$ cat src/rtl/instr_cmd_sequencer.sv
// Command FIFO + issue sequencer between the host memory wrapper and
// the 16-bit core.
// Ports:
//   cmd_*   : valid/ready instruction input into a DEPTH-entry FIFO.
//   proc_*  : one-cycle issue strobe and instruction to the core,
//             core registers a/b/c sampled PROC_LAT cycles later.
//   rsp_*   : valid/ready result channel (regs a/b/c plus tag).
//   busy, queue_level : status.
// Optional: define SEQ_CMD_COUNT_EN to add cmd_count, a 16-bit
// counter of completed response handshakes.
module instr_cmd_sequencer #(
  parameter int DEPTH    = 4,
  parameter int PROC_LAT = 3,
  parameter int TAG_W    = 4
) (
  input  logic                       clk,
  input  logic                       reset,
  input  logic                       cmd_valid,
  output logic                       cmd_ready,
  input  logic [15:0]                cmd_instr,
  output logic                       proc_do_instruction,
  output logic [15:0]                proc_instruction,
  input  logic [15:0]                proc_reg_a,
  input  logic [15:0]                proc_reg_b,
  input  logic [15:0]                proc_reg_c,
  output logic                       rsp_valid,
  input  logic                       rsp_ready,
  output logic [15:0]                rsp_reg_a,
  output logic [15:0]                rsp_reg_b,
  output logic [15:0]                rsp_reg_c,
  output logic [TAG_W-1:0]           rsp_tag,
  output logic                       busy,
`ifdef SEQ_CMD_COUNT_EN
  output logic [15:0]                cmd_count,
`endif
  output logic [$clog2(DEPTH+1)-1:0] queue_level
);

  localparam int LVL_W = $clog2(DEPTH + 1);
  localparam int PTR_W = $clog2(DEPTH);
  localparam int CNT_W = (PROC_LAT > 1) ? $clog2(PROC_LAT) : 1;

  typedef enum logic [1:0] {
    IDLE,
    ISSUE,
    WAIT,
    RESP
  } state_e;

  state_e             state_q, state_d;
  logic [15:0]        mem_q [DEPTH];
  logic [PTR_W-1:0]   wr_ptr_q, wr_ptr_d;
  logic [PTR_W-1:0]   rd_ptr_q, rd_ptr_d;
  logic [LVL_W-1:0]   level_q, level_d;
  logic [TAG_W-1:0]   tag_q, tag_d;
  logic [TAG_W-1:0]   tag_lat_q, tag_lat_d;
  logic [TAG_W-1:0]   rsp_tag_q, rsp_tag_d;
  logic [CNT_W-1:0]   cnt_q, cnt_d;
  logic [15:0]        last_q, last_d;
  logic [15:0]        a_q, a_d;
  logic [15:0]        b_q, b_d;
  logic [15:0]        c_q, c_d;
  logic               rsp_valid_q, rsp_valid_d;
  logic               push, pop, hs;
  logic [15:0]        head;

  // Ready comes from the registered level only: a full FIFO does not
  // accept a word even in the cycle it pops.
  assign cmd_ready = (level_q != LVL_W'(DEPTH));
  assign push      = cmd_valid && cmd_ready;
  assign pop       = (state_q == ISSUE);
  assign hs        = rsp_valid_q && rsp_ready;
  assign head      = mem_q[rd_ptr_q];

  always_comb begin
    wr_ptr_d = wr_ptr_q;
    rd_ptr_d = rd_ptr_q;
    level_d  = level_q;
    if (push) wr_ptr_d = wr_ptr_q + PTR_W'(1);
    if (pop)  rd_ptr_d = rd_ptr_q + PTR_W'(1);
    if (push && !pop) level_d = level_q + LVL_W'(1);
    if (!push && pop) level_d = level_q - LVL_W'(1);
  end

  always_ff @(posedge clk) begin
    if (push) mem_q[wr_ptr_q] <= cmd_instr;
  end

  always_comb begin
    state_d     = state_q;
    cnt_d       = cnt_q;
    tag_d       = tag_q;
    tag_lat_d   = tag_lat_q;
    last_d      = last_q;
    rsp_valid_d = rsp_valid_q;
    rsp_tag_d   = rsp_tag_q;
    a_d         = a_q;
    b_d         = b_q;
    c_d         = c_q;
    unique case (state_q)
      IDLE: begin
        if (level_q != '0) state_d = ISSUE;
      end
      ISSUE: begin
        last_d    = head;
        tag_lat_d = tag_q;
        tag_d     = tag_q + TAG_W'(1);
        cnt_d     = CNT_W'(PROC_LAT - 1);
        state_d   = WAIT;
      end
      WAIT: begin
        if (cnt_q == '0) begin
          a_d         = proc_reg_a;
          b_d         = proc_reg_b;
          c_d         = proc_reg_c;
          rsp_tag_d   = tag_lat_q;
          rsp_valid_d = 1'b1;
          state_d     = RESP;
        end else begin
          cnt_d = cnt_q - CNT_W'(1);
        end
      end
      RESP: begin
        if (hs) begin
          rsp_valid_d = 1'b0;
          state_d     = IDLE;
        end
      end
      default: state_d = IDLE;
    endcase
  end

  always_ff @(posedge clk or posedge reset) begin
    if (reset) begin
      state_q     <= IDLE;
      wr_ptr_q    <= '0;
      rd_ptr_q    <= '0;
      level_q     <= '0;
      tag_q       <= '0;
      tag_lat_q   <= '0;
      rsp_tag_q   <= '0;
      cnt_q       <= '0;
      last_q      <= '0;
      a_q         <= '0;
      b_q         <= '0;
      c_q         <= '0;
      rsp_valid_q <= 1'b0;
    end else begin
      state_q     <= state_d;
      wr_ptr_q    <= wr_ptr_d;
      rd_ptr_q    <= rd_ptr_d;
      level_q     <= level_d;
      tag_q       <= tag_d;
      tag_lat_q   <= tag_lat_d;
      rsp_tag_q   <= rsp_tag_d;
      cnt_q       <= cnt_d;
      last_q      <= last_d;
      a_q         <= a_d;
      b_q         <= b_d;
      c_q         <= c_d;
      rsp_valid_q <= rsp_valid_d;
    end
  end

`ifdef SEQ_CMD_COUNT_EN
  logic [15:0] cmd_count_q, cmd_count_d;

  always_comb begin
    cmd_count_d = cmd_count_q;
    if (hs) cmd_count_d = cmd_count_q + 16'd1;
  end

  always_ff @(posedge clk or posedge reset) begin
    if (reset) cmd_count_q <= '0;
    else       cmd_count_q <= cmd_count_d;
  end

  assign cmd_count = cmd_count_q;
`endif

  // The instruction bus shows the FIFO head while issuing and
  // otherwise holds the last issued word.
  assign proc_do_instruction = pop;
  assign proc_instruction    = pop ? head : last_q;
  assign rsp_valid           = rsp_valid_q;
  assign rsp_reg_a           = a_q;
  assign rsp_reg_b           = b_q;
  assign rsp_reg_c           = c_q;
  assign rsp_tag             = rsp_tag_q;
  assign busy                = (state_q != IDLE);
  assign queue_level         = level_q;

endmodule

$ cat config.mk
export PLATFORM = sky130hd
export DESIGN_NAME = instr_cmd_sequencer
export DESIGN_NICKNAME = d
export VERILOG_FILES = /design/src/rtl/instr_cmd_sequencer.sv
export SDC_FILE = /design/constraint.sdc
export NUM_CORES = 1
export LEC_CHECK = 0
export BUFFER_PORTS_ARGS = -buffer_cell sky130_fd_sc_hd__buf_2
export CORE_MARGIN = 10
export CORE_UTILIZATION = 48
export CTS_CLUSTER_DIAMETER = 40
export DETAILED_ROUTE_END_ITERATION = 12
export PLACE_DENSITY = 0.79
export SLEW_MARGIN = 25
export SYNTH_ARGS = -nofsm -noshare
export SYNTH_HDL_FRONTEND = slang
export SYNTH_SLANG_ARGS = --single-unit
$ cat constraint.sdc
create_clock -name clk -period 3.06 [get_ports clk]
set_input_delay 0.612 -clock clk [delete_from_list [all_inputs] [get_ports clk]]
set_output_delay 0.612 -clock clk [all_outputs]
set_load 0.02 [all_outputs]
==> out/metrics.json, run 1 <==
{
  "drt": {
    "route.vias.total": 3199,
    "drt_drc_violations_left": 0,
    "initialDrtViolationCount": 189,
    "route.detailed.vias_per_inst": 4.92,
    "number_of_iterations_in_the_first_detailed_routing_pass": 6,
    "antenna_violating_nets_post_route": 0,
    "postRouteWirelength_um": 11300,
    "wire_per_inst_um": 17.4
  },
  "power_and_ir_drop": {
    "worst_vdd_ir_v": 0.000480,
    "p_leak_uw": 0.00321,
    "pwr_density_cell_mw_per_mm2": 1150
  },
  "grt": {
    "grt_first_pass_wirelength_um": 18700,
    "grt.met1_usage_pct": 16.7,
    "globalRoute.totalOverflow": 0,
    "grt_use_met3_pct": 5.34,
    "grt_antenna_before_repair": 0,
    "global_route.usage.total_pct": 13.6,
    "number_of_global_route_vias_before_repair": 3474,
    "grt_max_degree": 54,
    "groute.layer.met2.usage_pct": 21.1,
    "gr-max-usage-layer": "met2"
  },
  "timing": {
    "layout_min_cycle_time_ns": 2.78,
    "finalSetupViolCount": 0,
    "max-slew-margin-rel_pct": 42.6,
    "timing.clock.skew_ns": 0.00672,
    "highest_achievable_clock_rate_mhz": 360,
    "timing.final.hold_violations": 0,
    "final_min_period_over_clock_period_pct": 90.9,
    "drv_slew": 0,
    "worst_pin_slew_ns": 0.861,
    "worst_slack_ns": 0.279,
    "hold_slack_ns": 0.260,
    "setup_tns_ns": 0,
    "rsz0062_at_grt": "no"
  },
  "cts": {
    "cts.hold.buffers_added": 0,
    "tritoncts": "yes",
    "cts_post_setup_buffers_inserted": 0,
    "clkSinkCount": 152,
    "htree_levels": 4,
    "cts-resized-gates": 0,
    "cts_buffers": 17,
    "worst_skew_pair.late_latency_ns": 0.42,
    "cts-root-buf": "clkbuf_16",
    "cts-root-to-sink-buffers": 2,
    "worst_setup_hold_path_clk_slew_ns": 0.06
  },
  "final_layout": {
    "syn2layout_area_growth_pct": 24.9,
    "final_area_mm2": 0.00741,
    "insertedDiodeCount": 0,
    "finish.net_count": 550,
    "drive_above_1_share_pct": 55.0
  },
  "worst_setup_path": {
    "critical_path.endpoint_type": "output port",
    "worst-path-max-fanout": 21,
    "worstPathCellList": "inv_1 > ha_2 > mux2_2 > buf_2",
    "timing.setup.critical_path_class": "flip-flop to output port",
    "worst_path_slowest_cell": "ha_2",
    "critical_path_arrival_ns": 2.17,
    "worst_ep_required_time_ns": 2.45,
    "critPathLaunchType": "flip-flop",
    "cpPeakStageDelay_ns": 0.64
  },
  "yosys": {
    "synth.net_count": 397,
    "synth-warning-count": 0,
    "synthDominantAreaCellType": "dfrtp_1",
    "synthesis.area_mm2": 0.00594,
    "netlist_instances": 316,
    "post_synth_main_area_contributors": "dfrtp_1 37%, edfxtp_1 32%, mux2_2 13%",
    "synth_cell_types": 30,
    "synthesis.area_per_instance_um2": 18.8,
    "synth_top_area_share_pct": 37.1,
    "synth_seq_cells": 152,
    "ys_seq_area_share_pct": 69.5
  },
  "placed_design": {
    "preCtsSetupSlack_ns": 0.691,
    "gpl.final_weighted_congestion": 0.738,
    "place.port_buffers": 142,
    "post_place_cell_area_mm2": 0.00683,
    "detailedPlacementHpwl_um": 7930
  },
  "min_path": {
    "hold_path_class": "input port to async pin"
  },
  "floorplanning": {
    "fp.coreArea_mm2": 0.0121,
    "floorplan.initialDensity_pct": 49.2,
    "floorplan.die.width_um": 131,
    "rows": 40,
    "design.die.area_mm2": 0.0172,
    "io_pins": 143,
    "chipHeight_um": 131
  },
  "run_status": {
    "outcome": "finished clean"
  },
  "run": {
    "max-cap-violations": 0
  }
}
## logic make-up after synthesis
group                      share of synthesized area [%]
adders and majority gates                           2.87
DFF                                                 69.5
buffers and inverters                               2.07
muxes                                               21.7
and+or+nand+nor                                     1.60
xor gates and xnor gates                            1.33
AOI/OAI and AO/OA                                  0.991
## flip-flops by register name, summed over array words and instances, names as in the netlist, 4 cells and up
name / flops
rsp_reg_b: 16
mem_q: 64
rsp_reg_a: 16
last_q: 16
rsp_reg_c: 16
tag_lat_q: 4
tag_q: 4
rsp_tag: 4
## cell type report
cell class | instances | area [µm²]
sequential | 152 | 4120
multi-input combinational | 141 | 1700
clock inverter | 12 | 139
inverter | 10 | 38.8
timing repair buffer | 147 | 761
tap | 168 | 210
fill | 870 | 4650
clock buffer | 20 | 447
## report_power, final
group,switching (µW),internal (µW)
sequential,370,2930
combinational,1760,1450
clock,801,1230
## layer usage
metal	up-vias	share of wire (%)	wire, µm
met5	-	0	0
met4	0	1.1	120
met3	11	7.0	795
met2	113	47	5360
met1	1589	45	5070
li1	1486	-	-
## cells in the mapped netlist, drive strengths merged
| library cell | instances |
|---|---|
| dfrtp | 88 |
| mux2 | 77 |
| edfxtp | 64 |
| mux4 | 16 |
| buf | 12 |
| ha | 12 |
| inv | 10 |
| xnor2 | 6 |
| nand2 | 5 |
| a21oi | 4 |
| and3 | 4 |
| xor2 | 3 |
| nor2 | 2 |
| a221oi | 1 |
| a22o | 1 |
| a2bb2oi | 1 |
| and2 | 1 |
| clkbuf | 1 |
| fa | 1 |
| nand2b | 1 |
| nand4 | 1 |
| nor3 | 1 |
| nor4b | 1 |
| o21a | 1 |
| o21ai | 1 |
| or3b | 1 |
## critical path, delay by kind of cell, from the launching register on
| family | cells | cell delay (ns) |
|---|---|---|
| flops | 1 | 0.40 |
| fa+ha+maj | 1 | 0.64 |
| buf+inv | 2 | 0.27 |
| mux | 1 | 0.42 |
## cell usage in the layout, fill, tap and decap left out, types with 2 or more instances in the layout
master / instances
clkbuf_16: 17
nand2_1: 4
edfxtp_1: 64
xor2_1: 3
dfrtp_1: 88
nor2_1: 2
mux2_2: 69
mux2_4: 8
buf_4: 4
buf_2: 142
clkinvlp_4: 3
inv_6: 5
xnor2_1: 6
a21oi_1: 4
inv_1: 9
mux4_2: 8
and3_1: 4
mux4_1: 8
ha_1: 11
clkbuf_1: 2
bufinv_16: 2
## final timing paths
kind	startpoint	end	slack, ns	depth (start not counted)
max	state_q[1]	proc_instruction[5]	0.28	4
min	reset	rsp_reg_b[10]	0.26	2
max reg2reg	state_q[1]	queue_level[1]	0.78	5
min reg2reg	tag_q[3]	tag_q[3]	0.47	1
max in group asynchronous	reset	rsp_reg_a[14]	2.10	3
min in group clk	cmd_instr[7]	mem_q[3][7]	0.41	1
## metrics by stage
step           util, %  total power [µW]  std cells
3_3_place_gp      56.6              6520        618
5_1_grt           61.5              9060        650
4_1_cts           61.5              8690        650
6_report          61.5              8540        650
2_1_floorplan        -              5600        316
3_5_place_dp      56.6              6630        618
(Power assumes the default switching activity.)
==> run 2: changes to the inputs <==
--- a/config.mk
+++ b/config.mk
@@ -7,10 +7,10 @@
 export LEC_CHECK = 0
 export BUFFER_PORTS_ARGS = -buffer_cell sky130_fd_sc_hd__buf_2
 export CORE_MARGIN = 10
-export CORE_UTILIZATION = 48
+export CORE_UTILIZATION = 45
 export CTS_CLUSTER_DIAMETER = 40
 export DETAILED_ROUTE_END_ITERATION = 12
-export PLACE_DENSITY = 0.79
+export PLACE_DENSITY = 0.75
 export SLEW_MARGIN = 25
 export SYNTH_ARGS = -nofsm -noshare
 export SYNTH_HDL_FRONTEND = slang
==> run 2 against run 1 <==
  * Total power about the same
  * Register-to-register slack improved by 0.09 ns
  * Critical endpoint is now proc_instruction[15]
  * Utilization down 3.3 points
  * Critical path type unchanged
  * Sequential power barely moved
==> out/metrics.json, run 2 (synthesis gave the netlist of run 1 again) <==
{
  "run_status": {
    "outcome": "finished clean"
  },
  "power_and_ir_drop": {
    "worst_vdd_ir": {"value": 0.000500, "unit": "V", "change": "+4.1%"},
    "p_leak": {"value": 0.00323, "unit": "µW", "change": "+0.80%"},
    "pwr_density_cell": {"value": 1150, "unit": "mW/mm²", "change": "-0.29%"}
  },
  "cts": {
    "cts-root-buf": "clkbuf_16",
    "cts-resized-gates": {"value": 0, "change": "unchanged"},
    "cts_post_setup_buffers_inserted": {"value": 0, "change": "unchanged"},
    "clkSinkCount": {"value": 152, "change": "unchanged"},
    "htree_levels": {"value": 4, "change": "unchanged"},
    "worst_skew_pair.late_latency": {"value": 0.41, "unit": "ns", "change": "about the same"},
    "cts_buffers": {"value": 17, "change": "unchanged"},
    "tritoncts": "yes",
    "cts.hold.buffers_added": {"value": 0, "change": "unchanged"},
    "cts-root-to-sink-buffers": {"value": 2, "change": "unchanged"},
    "worst_setup_hold_path_clk_slew": {"value": 0.06, "unit": "ns", "change": "about the same"}
  },
  "min_path": {
    "hold_path_class": "input port to async pin"
  },
  "final_layout": {
    "final_cell_mix": "142 x buf_2, 88 x dfrtp_1, 69 x mux2_2, 64 x edfxtp_1, 18 x clkbuf_16",
    "largest_register": "mem_q",
    "finish.net_count": {"value": 553, "change": "+0.55%"},
    "largest_register_ffs": {"value": 64, "change": "unchanged"},
    "nFillCells": {"value": 979, "change": "+13%"},
    "finalCoreUtilization": {"value": 58.2, "unit": "%", "change": "-3.3 points"},
    "mostFrequentLayoutCell": "buf_2",
    "syn2layout_area_growth_pct": 25.2,
    "insertedDiodeCount": {"value": 0, "change": "unchanged"},
    "drive_above_1_share": {"value": 55.5, "unit": "%", "change": "+0.48 points"},
    "final_non_filler_cell_total": {"value": 657, "change": "+1.1%"}
  },
  "worst_setup_path": {
    "critical_path.endpoint_type": "output port",
    "path_buf_inv": {"value": 2, "change": "unchanged"},
    "regToRegSetupSlack": {"value": 0.87, "unit": "ns", "change": "+0.09 ns"},
    "worst-path-stages": {"value": 4, "change": "unchanged"},
    "worst-path-max-fanout": {"value": 14, "change": "-33%"},
    "reg2reg_depth": {"value": 5, "change": "unchanged"},
    "timing.setup.critical_path_class": "flip-flop to output port",
    "critical_path_arrival": {"value": 2.19, "unit": "ns", "change": "+0.02 ns"},
    "critPathLaunchType": "flip-flop",
    "r2r-end": "rsp_reg_a[5]",
    "r2r_start": "state_q[0]",
    "worstPathCellList": "buf_12 > mux4_1 > mux2_2 > buf_2",
    "cpPeakStageDelay": {"value": 0.56, "unit": "ns", "change": "-0.08 ns"},
    "worst_path_slowest_cell": "mux4_1",
    "worst_ep_required_time": {"value": 2.45, "unit": "ns", "change": "about the same"},
    "crit_path_from": "rd_ptr_q[0]",
    "path_delay_family": "multiplexers",
    "setup.worst_path.end": "proc_instruction[15]"
  },
  "timing": {
    "layout_min_cycle_time": {"value": 2.80, "unit": "ns", "change": "+0.0195 ns"},
    "timing.clock.skew": {"value": 0.00622, "unit": "ns", "change": "-0.000496 ns"},
    "timing.final.hold_violations": {"value": 0, "change": "unchanged"},
    "rsz0062_at_grt": "no",
    "setup_tns": {"value": 0, "unit": "ns", "change": "unchanged"},
    "final_min_period_over_clock_period": {"value": 91.5, "unit": "%", "change": "+0.64 points"},
    "highest_achievable_clock_rate": {"value": 357, "unit": "MHz", "change": "-0.70%"},
    "worst_pin_slew": {"value": 0.938, "unit": "ns", "change": "+0.0764 ns"},
    "max-slew-margin-rel": {"value": 37.5, "unit": "%", "change": "-5.1 points"},
    "finalSetupViolCount": {"value": 0, "change": "unchanged"},
    "drv_slew": {"value": 0, "change": "unchanged"}
  },
  "floorplanning": {
    "design.die.area": {"value": 0.0182, "unit": "mm²", "change": "+5.6%"},
    "fp.coreArea": {"value": 0.0128, "unit": "mm²", "change": "+5.9%"},
    "io_pins": {"value": 143, "change": "unchanged"},
    "floorplan.die.width": {"value": 135, "unit": "µm", "change": "+2.8%"},
    "rows": {"value": 41, "change": "+2.5%"},
    "floorplan.initialDensity": {"value": 46.5, "unit": "%", "change": "-2.7 points"},
    "chipHeight": {"value": 135, "unit": "µm", "change": "+2.8%"}
  },
  "drt": {
    "route.vias.total": {"value": 3225, "change": "+0.81%"},
    "drt_drc_violations_left": {"value": 0, "change": "unchanged"},
    "number_of_iterations_in_the_first_detailed_routing_pass": {"value": 5, "change": "-1"},
    "postRouteWirelength": {"value": 11900, "unit": "µm", "change": "+4.8%"},
    "route.detailed.vias_per_inst": {"value": 4.91, "change": "-0.26%"},
    "wire_per_inst": {"value": 18.1, "unit": "µm", "change": "+3.6%"},
    "initialDrtViolationCount": {"value": 121, "change": "-36%"},
    "antenna_violating_nets_post_route": {"value": 0, "change": "unchanged"}
  },
  "placed_design": {
    "place.port_buffers": {"value": 142, "change": "unchanged"},
    "dpl.cell_count": {"value": 625, "change": "+1.1%"},
    "detailedPlacementHpwl": {"value": 8580, "unit": "µm", "change": "+8.3%"},
    "gpl.final_weighted_congestion": {"value": 0.861, "change": "+17%"}
  },
  "grt": {
    "globalRoute.totalOverflow": {"value": 0, "change": "unchanged"},
    "grt_first_pass_wirelength": {"value": 19000, "unit": "µm", "change": "+1.5%"},
    "grt_max_degree": {"value": 47, "change": "-13%"},
    "global_route.usage.total": {"value": 13.5, "unit": "%", "change": "-0.11 points"},
    "grt_antenna_before_repair": {"value": 0, "change": "unchanged"},
    "number_of_global_route_vias_before_repair": {"value": 3560, "change": "+2.5%"}
  },
  "run": {
    "max-cap-violations": {"value": 0, "change": "unchanged"}
  }
}
-- run 2: changes by cell type in the layout (fill, tap and decap cells not counted), moves of 2 or more --
cell        before  now
clkinv_2         1    5
buf_4            4    6
inv_4            0    3
inv_6            5    0
clkinvlp_4       3    1
-- run 2: report_power, final --
| group | switching [µW] | total (µW) | internal, µW |
|---|---|---|---|
| logic | 1790 | 3280 | 1490 |
| registers | 375 | 3310 | 2930 |
| clock network | 774 | 1960 | 1180 |
-- run 2: area by class of cell --
cell class                      count  area (µm²)  area share (%)
Sequential cell                   152        4120            55.5
Timing Repair Buffer              150         796            10.7
Tap cell                          172         215            2.89
Clock inverter                     11        93.8            1.26
Inverter                           10        38.8           0.522
Clock buffer                       21         472            6.34
Multi-Input combinational cell    141        1700            22.8
-- run 2: worst min-delay path by stage --
stage	depth (start not counted)	from	endpoint	slack [ns]
detailed placement	1	tag_q[3]	tag_q[3]	0.46
CTS	2	reset	rsp_reg_c[9]	0.34
floorplan	1	tag_q[3]	tag_q[3]	0.44
global route	2	reset	rsp_reg_c[9]	0.38
global placement	1	cnt_q[0]	cnt_q[0]	0.46
finish	2	reset	rsp_reg_c[9]	0.33
-- run 2: stage by stage --
step / setup slack (ns) / hold slack, ns / area, µm² / total power, µW
after floorplan: 0.169 / 0.440 / 5940 / 5600
after global placement: 0.682 / 0.455 / 6870 / 6590
after detailed placement: 0.645 / 0.465 / 6870 / 6710
after CTS: 0.198 / 0.338 / 7430 / 8700
after global routing: 0.118 / 0.376 / 7430 / 9100
final: 0.260 / 0.326 / 7430 / 8540
-- run 2: worst register-to-register path: stages (launching register included) --
cell and delay [ns]:
dfrtp_1 0.40, inv_1 0.10, ha_1 0.31, nand2_2 0.52
buf_4 0.36, mux2_2 0.37
-- run 2: metal layers --
| layer | global-route usage [%] | part of all wire (%) | vias to the layer above |
|---|---|---|---|
| li1 | - | - | 1503 |
| met1 | 15.1 | 40 | 1583 |
| met2 | 22.1 | 49 | 120 |
| met3 | 6.05 | 9.3 | 19 |
| met4 | 5.50 | 1.8 | 0 |
| met5 | 0 | 0 | - |
==> run 3: changes to the inputs <==
--- a/config.mk
+++ b/config.mk
@@ -5,12 +5,13 @@
 export SDC_FILE = /design/constraint.sdc
 export NUM_CORES = 1
 export LEC_CHECK = 0
+export ABC_AREA = 1
 export BUFFER_PORTS_ARGS = -buffer_cell sky130_fd_sc_hd__buf_2
 export CORE_MARGIN = 10
 export CORE_UTILIZATION = 45
 export CTS_CLUSTER_DIAMETER = 40
 export DETAILED_ROUTE_END_ITERATION = 12
-export PLACE_DENSITY = 0.75
+export PLACE_DENSITY = 0.74
 export SLEW_MARGIN = 25
 export SYNTH_ARGS = -nofsm -noshare
 export SYNTH_HDL_FRONTEND = slang
==> constraint.sdc (replaced) <==
create_clock -name clk -period 3.06 [get_ports clk]
set_input_delay 0.459 -clock clk [delete_from_list [all_inputs] [get_ports clk]]
set_output_delay 0.459 -clock clk [all_outputs]
set_load 0.02 [all_outputs]
==> run 3 against run 2 <==
  * Clock-buffer cell count fell by 1
  * Largest cell class unchanged
  * Flip-flop and latch count did not move
  * Critical path type unchanged
  * Cell area rose by 4.3%
  * Worst setup slack improved by 0.45 ns
==> out/metrics.json, run 3 <==
{
  "yosys": {
    "synth-warning-count": {"value": 0, "change": "unchanged"},
    "synthDominantAreaCellType": "dfrtp_1",
    "synthesis.area": {"value": 0.00630, "unit": "mm²", "change": "+6.2%"},
    "yosys.cell_count.top_type": "nand2_1",
    "synth_common_cells": "304 x nand2_1, 88 x dfrtp_1, 86 x inv_1",
    "synth_top_area_share": {"value": 34.9, "unit": "%", "change": "-2.2 points"},
    "synth_edf_count": {"value": 64, "change": "unchanged"},
    "synth_seq_cells": {"value": 152, "change": "unchanged"},
    "post_synth_main_area_contributors": "dfrtp_1 35%, edfxtp_1 30%, nand2_1 18%",
    "synthesis.area_per_instance": {"value": 9.65, "unit": "µm²", "change": "-49%"},
    "synth_cell_types": {"value": 22, "change": "-27%"},
    "synth.net_count": {"value": 734, "change": "+85%"},
    "ys_seq_area_share": {"value": 65.4, "unit": "%", "change": "-4.0 points"},
    "netlist_instances": {"value": 653, "change": "+110%"},
    "synth_flop_cell": "dfrtp_1",
    "async_reset_ff_share": {"value": 57.9, "unit": "%", "change": "unchanged"}
  },
  "timing": {
    "hold_slack": {"value": 0.132, "unit": "ns", "change": "-0.194 ns"},
    "max-slew-margin-rel": {"value": 48.5, "unit": "%", "change": "+11 points"},
    "highest_achievable_clock_rate": {"value": 426, "unit": "MHz", "change": "+19%"},
    "layout_min_cycle_time": {"value": 2.35, "unit": "ns", "change": "-0.453 ns"},
    "setup_tns": {"value": 0, "unit": "ns", "change": "unchanged"},
    "worst_slack": {"value": 0.713, "unit": "ns", "change": "+0.453 ns"},
    "rsz0062_at_grt": "no",
    "drv_slew": {"value": 0, "change": "unchanged"},
    "timing.final.hold_violations": {"value": 0, "change": "unchanged"},
    "timing.clock.skew": {"value": 0.0113, "unit": "ns", "change": "+0.00506 ns"},
    "finalSetupViolCount": {"value": 0, "change": "unchanged"},
    "final_min_period_over_clock_period": {"value": 76.7, "unit": "%", "change": "-15 points"},
    "worst_pin_slew": {"value": 0.772, "unit": "ns", "change": "-0.165 ns"}
  },
  "cts": {
    "worst_setup_hold_path_clk_slew": {"value": 0.06, "unit": "ns", "change": "about the same"},
    "htree_levels": {"value": 4, "change": "unchanged"},
    "cts-root-buf": "clkbuf_16",
    "cts-resized-gates": {"value": 0, "change": "unchanged"},
    "cts_post_setup_buffers_inserted": {"value": 0, "change": "unchanged"},
    "worst_skew_pair.late_latency": {"value": 0.42, "unit": "ns", "change": "about the same"},
    "clkSinkCount": {"value": 152, "change": "unchanged"},
    "cts.hold.buffers_added": {"value": 0, "change": "unchanged"},
    "cts-root-to-sink-buffers": {"value": 2, "change": "unchanged"},
    "cts_buffers": {"value": 17, "change": "unchanged"},
    "tritoncts": "yes"
  },
  "worst_setup_path": {
    "timing.setup.critical_path_class": "flip-flop to output port",
    "critPathLaunchType": "flip-flop",
    "worst_ep_required_time": {"value": 2.60, "unit": "ns", "change": "+0.15 ns"},
    "worst-path-max-fanout": {"value": 17, "change": "+3"},
    "critical_path.endpoint_type": "output port",
    "critical_path_arrival": {"value": 1.89, "unit": "ns", "change": "-0.30 ns"}
  },
  "final_layout": {
    "mostFrequentLayoutCell": "nand2_1",
    "syn2layout_area_growth_pct": 23.1,
    "nFillCells": {"value": 1203, "change": "+23%"},
    "finish.net_count": {"value": 880, "change": "+59%"},
    "insertedDiodeCount": {"value": 0, "change": "unchanged"},
    "largest_register_ffs": {"value": 64, "change": "unchanged"},
    "drive_above_1_share": {"value": 23.4, "unit": "%", "change": "-32 points"},
    "final_cell_mix": "304 x nand2_1, 142 x buf_2, 88 x dfrtp_1, 85 x inv_1, 64 x edfxtp_1",
    "largest_register": "mem_q",
    "final_non_filler_cell_total": {"value": 992, "change": "+51%"}
  },
  "drt": {
    "wire_per_inst": {"value": 14.1, "unit": "µm", "change": "-22%"},
    "number_of_iterations_in_the_first_detailed_routing_pass": {"value": 4, "change": "-1"},
    "initialDrtViolationCount": {"value": 205, "change": "+69%"},
    "antenna_violating_nets_post_route": {"value": 0, "change": "unchanged"},
    "route.vias.total": {"value": 4482, "change": "+39%"},
    "route.detailed.vias_per_inst": {"value": 4.52, "change": "-8.0%"},
    "drt_drc_violations_left": {"value": 0, "change": "unchanged"},
    "postRouteWirelength": {"value": 14000, "unit": "µm", "change": "+18%"}
  },
  "floorplanning": {
    "floorplan.die.width": {"value": 138, "unit": "µm", "change": "+2.6%"},
    "chipHeight": {"value": 138, "unit": "µm", "change": "+2.6%"},
    "io_pins": {"value": 143, "change": "unchanged"},
    "design.die.area": {"value": 0.0191, "unit": "mm²", "change": "+5.2%"},
    "fp.coreArea": {"value": 0.0138, "unit": "mm²", "change": "+8.2%"},
    "floorplan.initialDensity": {"value": 45.6, "unit": "%", "change": "-0.90 points"},
    "rows": {"value": 43, "change": "+4.9%"}
  },
  "placed_design": {
    "gpl.final_weighted_congestion": {"value": 0.736, "change": "-14%"},
    "dpl.cell_count": {"value": 960, "change": "+54%"},
    "detailedPlacementHpwl": {"value": 9470, "unit": "µm", "change": "+10%"},
    "place.port_buffers": {"value": 142, "change": "unchanged"},
    "preCtsSetupSlack": {"value": 1.05, "unit": "ns", "change": "+0.400 ns"}
  },
  "grt": {
    "grt_first_pass_wirelength": {"value": 22800, "unit": "µm", "change": "+20%"},
    "grt_antenna_before_repair": {"value": 0, "change": "unchanged"},
    "grt_max_degree": {"value": 59, "change": "+26%"},
    "globalRoute.totalOverflow": {"value": 0, "change": "unchanged"},
    "global_route.usage.total": {"value": 14.6, "unit": "%", "change": "+1.1 points"},
    "number_of_global_route_vias_before_repair": {"value": 4434, "change": "+25%"}
  },
  "power_and_ir_drop": {
    "p_sw_share": {"value": 39.7, "unit": "%", "change": "+5.3 points"},
    "p_switching": {"value": 3450, "unit": "µW", "change": "+17%"},
    "p_int": {"value": 5240, "unit": "µW", "change": "-6.6%"},
    "pwr_density_cell": {"value": 1120, "unit": "mW/mm²", "change": "-2.6%"},
    "power.share.sequential": {"value": 37.0, "unit": "%", "change": "-1.7 points"},
    "power_frac_comb": {"value": 39.7, "unit": "%", "change": "+1.4 points"},
    "clock_power_share": {"value": 23.3, "unit": "%", "change": "+0.4 points"},
    "design_power_total": {"value": 8690, "unit": "µW", "change": "+1.7%"},
    "worst_vdd_ir": {"value": 0.000700, "unit": "V", "change": "+40%"},
    "p_leak": {"value": 0.00409, "unit": "µW", "change": "+26%"}
  },
  "run": {
    "max-cap-violations": {"value": 0, "change": "unchanged"}
  },
  "run_status": {
    "outcome": "finished clean"
  },
  "min_path": {
    "hold_path_class": "input port to async pin"
  }
}
run 3: cell families after synthesis:
logic type | count (synthesis) | synth area share [%]
adders and majority gates | 13 | 2.70
DFF | 152 | 65.4
xor gates and xnor gates | 8 | 1.11
and+or+nand+nor | 353 | 22.0
buffers and inverters | 115 | 7.76
AOI/OAI and AO/OA | 12 | 0.993
run 3: worst max-delay path, cell delays in order, from the launching register on:
cell     delay, ns
dfrtp_1       0.38
inv_1         0.09
ha_1          0.29
inv_2         0.32
nand2_1       0.11
nand2_1       0.11
buf_2         0.17
run 3: final timing paths:
| check | cells past startpoint | to | slack [ns] | from |
|---|---|---|---|---|
| worst max-delay path | 6 | proc_instruction[2] | 0.71 | state_q[1] |
| worst min-delay path | 2 | rsp_reg_c[6] | 0.13 | reset |
| worst max register to register | 8 | queue_level[2] | 1.05 | state_q[1] |
| worst min register to register | 2 | last_q[5] | 0.46 | last_q[5] |
| max in group asynchronous | 3 | last_q[12] | 2.23 | reset |
| min in group clk | 3 | rsp_reg_c[7] | 0.24 | proc_reg_c[7] |
run 3: routing by layer:
layer	routed length [µm]	part of all wire [%]	GRT usage [%]	vias up
met5	0	0	0	-
met4	136	0.97	4.61	0
met3	931	6.6	5.14	9
met2	7030	50	24.2	112
met1	5920	42	17.5	2075
li1	-	-	-	2286
run 3: final cells by class:
class | count | area (µm²) | area share [%]
repair buffers | 152 | 798 | 10.3
multi-input cells | 386 | 1690 | 21.8
clock inverters | 12 | 125 | 1.61
clock buffers | 20 | 457 | 5.89
flip-flops and latches | 152 | 4120 | 53.2
inverters | 90 | 339 | 4.37
well taps | 180 | 225 | 2.90
run 3: per-stage QoR:
stage	util, %	area (µm²)
2_1_floorplan	-	6300
3_3_place_gp	51.9	7180
3_5_place_dp	51.9	7180
4_1_cts	56.1	7760
5_1_grt	56.1	7760
6_report	56.1	7760
run 3: power groups by stage:
stage          sequential, µW  clock [µW]  combinational [µW]
2_1_floorplan            3680           0                1920
3_3_place_gp             3220           0                3420
3_5_place_dp             3250           0                3490
4_1_cts                  3220        2070                3510
5_1_grt                  3300        2160                3870
6_report                 3220        2020                3440
